<file path="src/rtl/series_ctrl_fsm.sv">
// Control sequencer for the series-expansion datapath: pops an op packet, steps the
// coefficient ROM and an NUM_STG-deep pipeline through res terms, then drains.
module series_ctrl_fsm #(
    parameter int NUM_MODES = 3,
    parameter int RES_WIDTH = 8,
    parameter int NUM_STG   = 2
) (
    input  logic                 clk,
    input  logic                 rst_n,
    input  logic                 pkt_valid,
    input  logic [NUM_MODES-1:0] mode,
    input  logic [RES_WIDTH-1:0] res,
    input  logic                 abort,
    output logic                 fifo_rd,
    output logic                 rd_coeff,
    output logic [RES_WIDTH-1:0] coeff_idx,
    output logic                 op,
    output logic [NUM_STG-1:0]   stg_en,
    output logic                 busy,
    output logic                 done,
    output logic                 err
);

    typedef enum logic [2:0] {
        IDLE, READ, DECODE, RUN, DRAIN, DONE, ERR
    } state_t;

    localparam int DRN_W = (NUM_STG > 2) ? $clog2(NUM_STG - 1) : 1;
    localparam logic [DRN_W-1:0] DRAIN_LAST = DRN_W'((NUM_STG > 1) ? NUM_STG - 2 : 0);

    state_t               state;
    logic [RES_WIDTH-1:0] term_cnt;
    logic [RES_WIDTH-1:0] res_q;
    logic [RES_WIDTH-1:0] term_nxt;
    logic [DRN_W-1:0]     drain_cnt;
    logic                 alt_q;     // latched mode is SIN or COS
    logic                 mode_ok;
    logic                 pkt_ok;

    assign mode_ok  = (mode != '0) && ((mode & (mode - 1'b1)) == '0);
    assign pkt_ok   = mode_ok && (res >= RES_WIDTH'(2));
    assign term_nxt = term_cnt + 1'b1;

    always_ff @(posedge clk or negedge rst_n) begin
        if (!rst_n) begin
            state     <= IDLE;
            term_cnt  <= '0;
            res_q     <= '0;
            alt_q     <= 1'b0;
            drain_cnt <= '0;
            fifo_rd   <= 1'b0;
            rd_coeff  <= 1'b0;
            coeff_idx <= '0;
            op        <= 1'b0;
            stg_en    <= '0;
            busy      <= 1'b0;
            done      <= 1'b0;
            err       <= 1'b0;
        end else begin
            // NOTE: every registered output gets a default here, so pulses last exactly
            // one cycle and each state only states what it raises.
            fifo_rd   <= 1'b0;
            rd_coeff  <= 1'b0;
            coeff_idx <= '0;
            op        <= 1'b0;
            done      <= 1'b0;
            err       <= 1'b0;
            busy      <= 1'b1;
            stg_en    <= stg_en << 1;

            if (abort && state != IDLE) begin
                state     <= IDLE;
                busy      <= 1'b0;
                term_cnt  <= '0;
                drain_cnt <= '0;
                stg_en    <= '0;
            end else begin
                unique case (state)
                    IDLE: begin
                        if (pkt_valid) begin
                            state   <= READ;
                            fifo_rd <= 1'b1;
                        end else begin
                            busy <= 1'b0;
                        end
                    end
                    READ: state <= DECODE;
                    DECODE: begin
                        res_q <= res;
                        alt_q <= mode[1] | mode[2];
                        if (!pkt_ok) begin
                            state <= ERR;
                            err   <= 1'b1;
                        end else begin
                            state     <= RUN;
                            term_cnt  <= '0;
                            rd_coeff  <= 1'b1;
                            stg_en[0] <= 1'b1;
                        end
                    end
                    RUN: begin
                        term_cnt <= term_nxt;
                        if (term_cnt == res_q - 1'b1) begin
                            drain_cnt <= '0;
                            if (NUM_STG == 1) begin
                                state <= DONE;
                                done  <= 1'b1;
                            end else begin
                                state <= DRAIN;
                            end
                        end else begin
                            rd_coeff  <= 1'b1;
                            coeff_idx <= term_nxt;
                            op        <= alt_q & term_nxt[0];
                            stg_en[0] <= 1'b1;
                        end
                    end
                    DRAIN: begin
                        if (drain_cnt == DRAIN_LAST) begin
                            state <= DONE;
                            done  <= 1'b1;
                        end else begin
                            drain_cnt <= drain_cnt + 1'b1;
                        end
                    end
                    DONE, ERR: begin
                        state <= IDLE;
                        busy  <= 1'b0;
                    end
                    default: begin
                        state <= IDLE;
                        busy  <= 1'b0;
                    end
                endcase
            end
        end
    end

endmodule

</file>
<file path="config.mk">
export PLATFORM = sky130hd
export DESIGN_NAME = series_ctrl_fsm
export DESIGN_NICKNAME = d
export VERILOG_FILES = /design/src/rtl/series_ctrl_fsm.sv
export SDC_FILE = /design/constraint.sdc
export NUM_CORES = 1
export LEC_CHECK = 0
export ABC_AREA = 1
export CORE_MARGIN = 4
export CORE_UTILIZATION = 45
export CTS_CLUSTER_DIAMETER = 100
export CTS_CLUSTER_SIZE = 30
export DETAILED_ROUTE_END_ITERATION = 16
export PLACE_DENSITY_LB_ADDON = 0.08
export SYNTH_ARGS = -nofsm -noshare
export SYNTH_HDL_FRONTEND = slang
export SYNTH_SLANG_ARGS = --single-unit
export TNS_END_PERCENT = 50
</file>
<file path="constraint.sdc">
create_clock -name clk -period 2 [get_ports clk]
set_clock_uncertainty 0.1 [all_clocks]
set_input_delay 0.4 -clock clk [delete_from_list [all_inputs] [get_ports clk]]
set_output_delay 0.4 -clock clk [all_outputs]
set_load 0.005 [all_outputs]
</file>
==> impl_metrics.csv <==
group,metric,value,unit
global_routing,grt_util_all_layers,14.8,%
run,cap_violations,0,
worst_setup_path,critPathCaptureType,"register",
cts,cts.reportedPaths.clkPinSlew,70,ps
drt,wl_per_cell,10.6,um
sta,final_max_slew_viol_count,0,
floorplan,core,3770,um2
sta,rsz0062_at_grt,"false",
hold_path,hold_path_startpoint,"res_q[7]$_DFFE_PN0P_",
synth,synth_compound_area_share,11.6,%
cts,clockBufferDepth,2,
cts,cts_max_level,2,
worst_setup_path,worstReg2RegStart,"res_q[0]$_DFFE_PN0P_",
placed_design,gp_congestion,0.780,
worst_setup_path,crit_chain,"inv_2, ha_1, inv_1, nand2_1, nand2_1, nor2_1, nand3_1, a21oi_4, nand3_2, nand2_2, o21ai_1",
cts,cts_tree,"built",
cells_and_area,fin_util,60.4,%
synth,synth_xor_area_share,1.95,%
floorplan,initial_core_util,47.6,%
synth,yosys_most_used_dff,"dfrtp_1",
worst_setup_path,startpoint,"res_q[0]$_DFFE_PN0P_",
global_routing,grt_max_degree,36,
worst_setup_path,reg2reg_slack,210,ps
placed_design,place_inst,310,
power,ir_drop,0.543,mV
global_routing,grt_first_pass_wirelength,5860,um
cells_and_area,fin_area,2280,um2
synth,syn_nets,245,
sta,finalSetupViolations,0,
worst_setup_path,slowest_stage,"dfrtp_1",
placed_design,place_area,2190,um2
cts,cts_hold_buffers,0,
status,outcome,"completed",
placed_design,place_hpwl,2640,um
drt,dr_total_vias,1498,
synth,synth-seq-cells,35,
synth,async_flop_share,100,%
cells_and_area,antenna_cells,0,
worst_setup_path,cp.arrival,1870,ps
cts,root_buffer,"clkbuf_8",
sta,post-route-period-util,89.7,%
cells_and_area,nNetsFinal,286,
floorplan,dieArea,5060,um2
synth,avgSynthCellArea,7.87,um2
hold_path,min_path_cells,2,
global_routing,antenna_found_initial,0,
synth,ys_types,27,
sta,worst_pin_slew,430,ps
sta,setup_slack,205,ps
cells_and_area,synthToLayoutAreaGrowth,26.8,%
drt,wl,3360,um
floorplan,die_w,71.2,um
placed_design,port-buffer-count,30,
cts,worstSkewPairLatency,290,ps
synth,synthMuxAreaShare,0,%
sta,setup-tns-final,0,ps
synth,ys_seq_area_share,48.8,%
synth,synth_fa_ha_area_share,1.39,%
worst_setup_path,crit_buf_inv,2,
synth,synth_edf_count,0,
worst_setup_path,r2r_cells,11,
drt,drt.antenna.violating_nets,0,
sta,slew_headroom,71.3,%
worst_setup_path,critPathRequiredTime,2080,ps
drt,drc,0,
cts,cts_buffers,5,
sta,period_minus_slack,1790,ps
synth,yosys.area_share.simple,28.5,%
synth,synth_top_family_by_area,"simple AND/OR/NAND/NOR gates",
drt,drtIter0Drc,95,
synth,syn-instance-count,228,
cts,cts_resized,0,
cts,post_cts_buffers,0,
floorplan,io-pin-count,31,
global_routing,grt_overflow,0,
drt,viasPerCell,4.73,
power,leakage,1.10,nW
sta,fmax,0.557,GHz
floorplan,die_h,71.2,um
global_routing,grt_pass1_vias,1336,
hold_path,hold_end,"res_q[7]$_DFFE_PN0P_",
power,power_density,1180,nW/um2
synth,yosys_warnings,0,
cells_and_area,drive_above_1_share,11.2,%
worst_setup_path,crit_fanout,7,
synth,synthesis.area,1800,um2
power,p_total,2.68,mW
drt,dr.pass1.iters,4,
worst_setup_path,path_delay_family,"simple AND/OR/NAND/NOR gates",
worst_setup_path,start_kind,"register",
cells_and_area,final_cells,317,
worst_setup_path,crit_type,"reg2reg",
floorplan,rows,22,
sta,hold_ws,417,ps
worst_setup_path,max_stage_delay,360,ps
hold_path,hp-class,"reg2reg",
worst_setup_path,crit_top_cell,"nand2_1",
placed_design,dp_slack,-10.9,ps
cts,cts.sinks,35,
sta,hold_violations,0,
worst_setup_path,r2r-end,"stg_en[0]$_DFF_PN0_",
==> power breakdown <==
| group | switching [mW] | leakage (nW) | internal [mW] | total, mW |
|---|---|---|---|---|
| registers | 0.123 | 0.465 | 0.873 | 0.995 |
| clock network | 0.245 | 0.0470 | 0.270 | 0.515 |
| logic | 0.710 | 0.587 | 0.463 | 1.17 |
==> how the worst max path moves through the flow <==
stage,endpoint,slack [ps],depth (start not counted)
2_1_floorplan,op$_DFF_PN0_,320,9
3_3_place_gp,term_cnt[7]$_DFFE_PN0P_,10,9
3_5_place_dp,term_cnt[7]$_DFFE_PN0P_,-10,9
4_1_cts,stg_en[0]$_DFF_PN0_,170,11
5_1_grt,stg_en[0]$_DFF_PN0_,40,11
6_report,stg_en[0]$_DFF_PN0_,210,11
==> tightest hold or removal path: stages (launching register included) <==
cell	delay (ps)
dfrtp_1	370
nand2_1	60
nand2_1	50
==> cell usage after synthesis (2+ instances only) <==
cell | count | share of area [%]
o21ai_1 | 3 | 0.84
nor3_2 | 2 | 1.1
nor3_1 | 2 | 0.56
a31oi_1 | 7 | 2.4
dfrtp_1 | 35 | 49
nand2_1 | 64 | 13
inv_2 | 6 | 1.3
nand3_1 | 15 | 4.2
inv_1 | 27 | 5.6
nor2_4 | 2 | 1.3
ha_1 | 2 | 1.4
xor2_1 | 3 | 1.5
a21oi_1 | 6 | 1.7
o21ai_0 | 19 | 5.3
nor2_1 | 20 | 4.2
nand3b_1 | 2 | 0.84
nor2_2 | 3 | 1.0
==> layout make-up <==
| type | instances | area, um2 |
|---|---|---|
| clock buffers | 6 | 82.6 |
| clock inverters | 1 | 5.00 |
| fillers | 361 | 1500 |
| inverters | 34 | 128 |
| multi-input cells | 157 | 779 |
| flip-flops and latches | 35 | 876 |
| well taps | 48 | 60.1 |
| repair buffers | 36 | 345 |
==> cells in the final DEF (no fill, tap or decap) <==
cell type	synthesis	layout
a211oi_1	1	1
a21oi_1	6	6
a21oi_4	1	1
a31oi_1	7	7
and2_1	1	1
buf_4	1	6
clkbuf_8	0	6
clkdlybuf4s50_1	0	30
clkinv_1	1	1
clkinv_2	0	1
dfrtp_1	35	35
ha_1	2	2
inv_1	27	27
inv_2	6	6
nand2_1	64	64
nand2_2	1	1
nand3_1	15	15
nand3_2	1	1
nand3b_1	2	2
nor2_1	20	20
nor2_2	3	3
nor2_4	2	2
nor3_1	2	2
nor3_2	2	2
nor3b_2	1	1
o21ai_0	19	19
o21ai_1	3	3
xnor2_1	1	1
xor2_1	3	3
==> metal layers <==
layer | global-route usage (%) | wire, um
met5 | 0 | 0
met4 | 5.22 | 44
met3 | 4.69 | 196
met2 | 21.8 | 1450
met1 | 20.5 | 1670
==> state kept, by name, summed over array words and instances (netlist names) <==
register	cells
coeff_idx	8
res_q	8
term_cnt	8
state	3
stg_en	2
alt_q	1
busy	1
done	1
err	1
fifo_rd	1
op	1
==> kinds of logic (layout without fill, tap and decap cells) <==
group                    count (synthesis)  count (layout)
AND/OR/NAND/NOR                        114             114
XOR/XNOR                                 4               4
adder cells (fa/ha/maj)                  2               2
buffers and inverters                   36              77
flip-flops                              35              35
AO/OA/AOI/OAI                           37              37
Note: power is estimated with default switching activity, not from simulation.
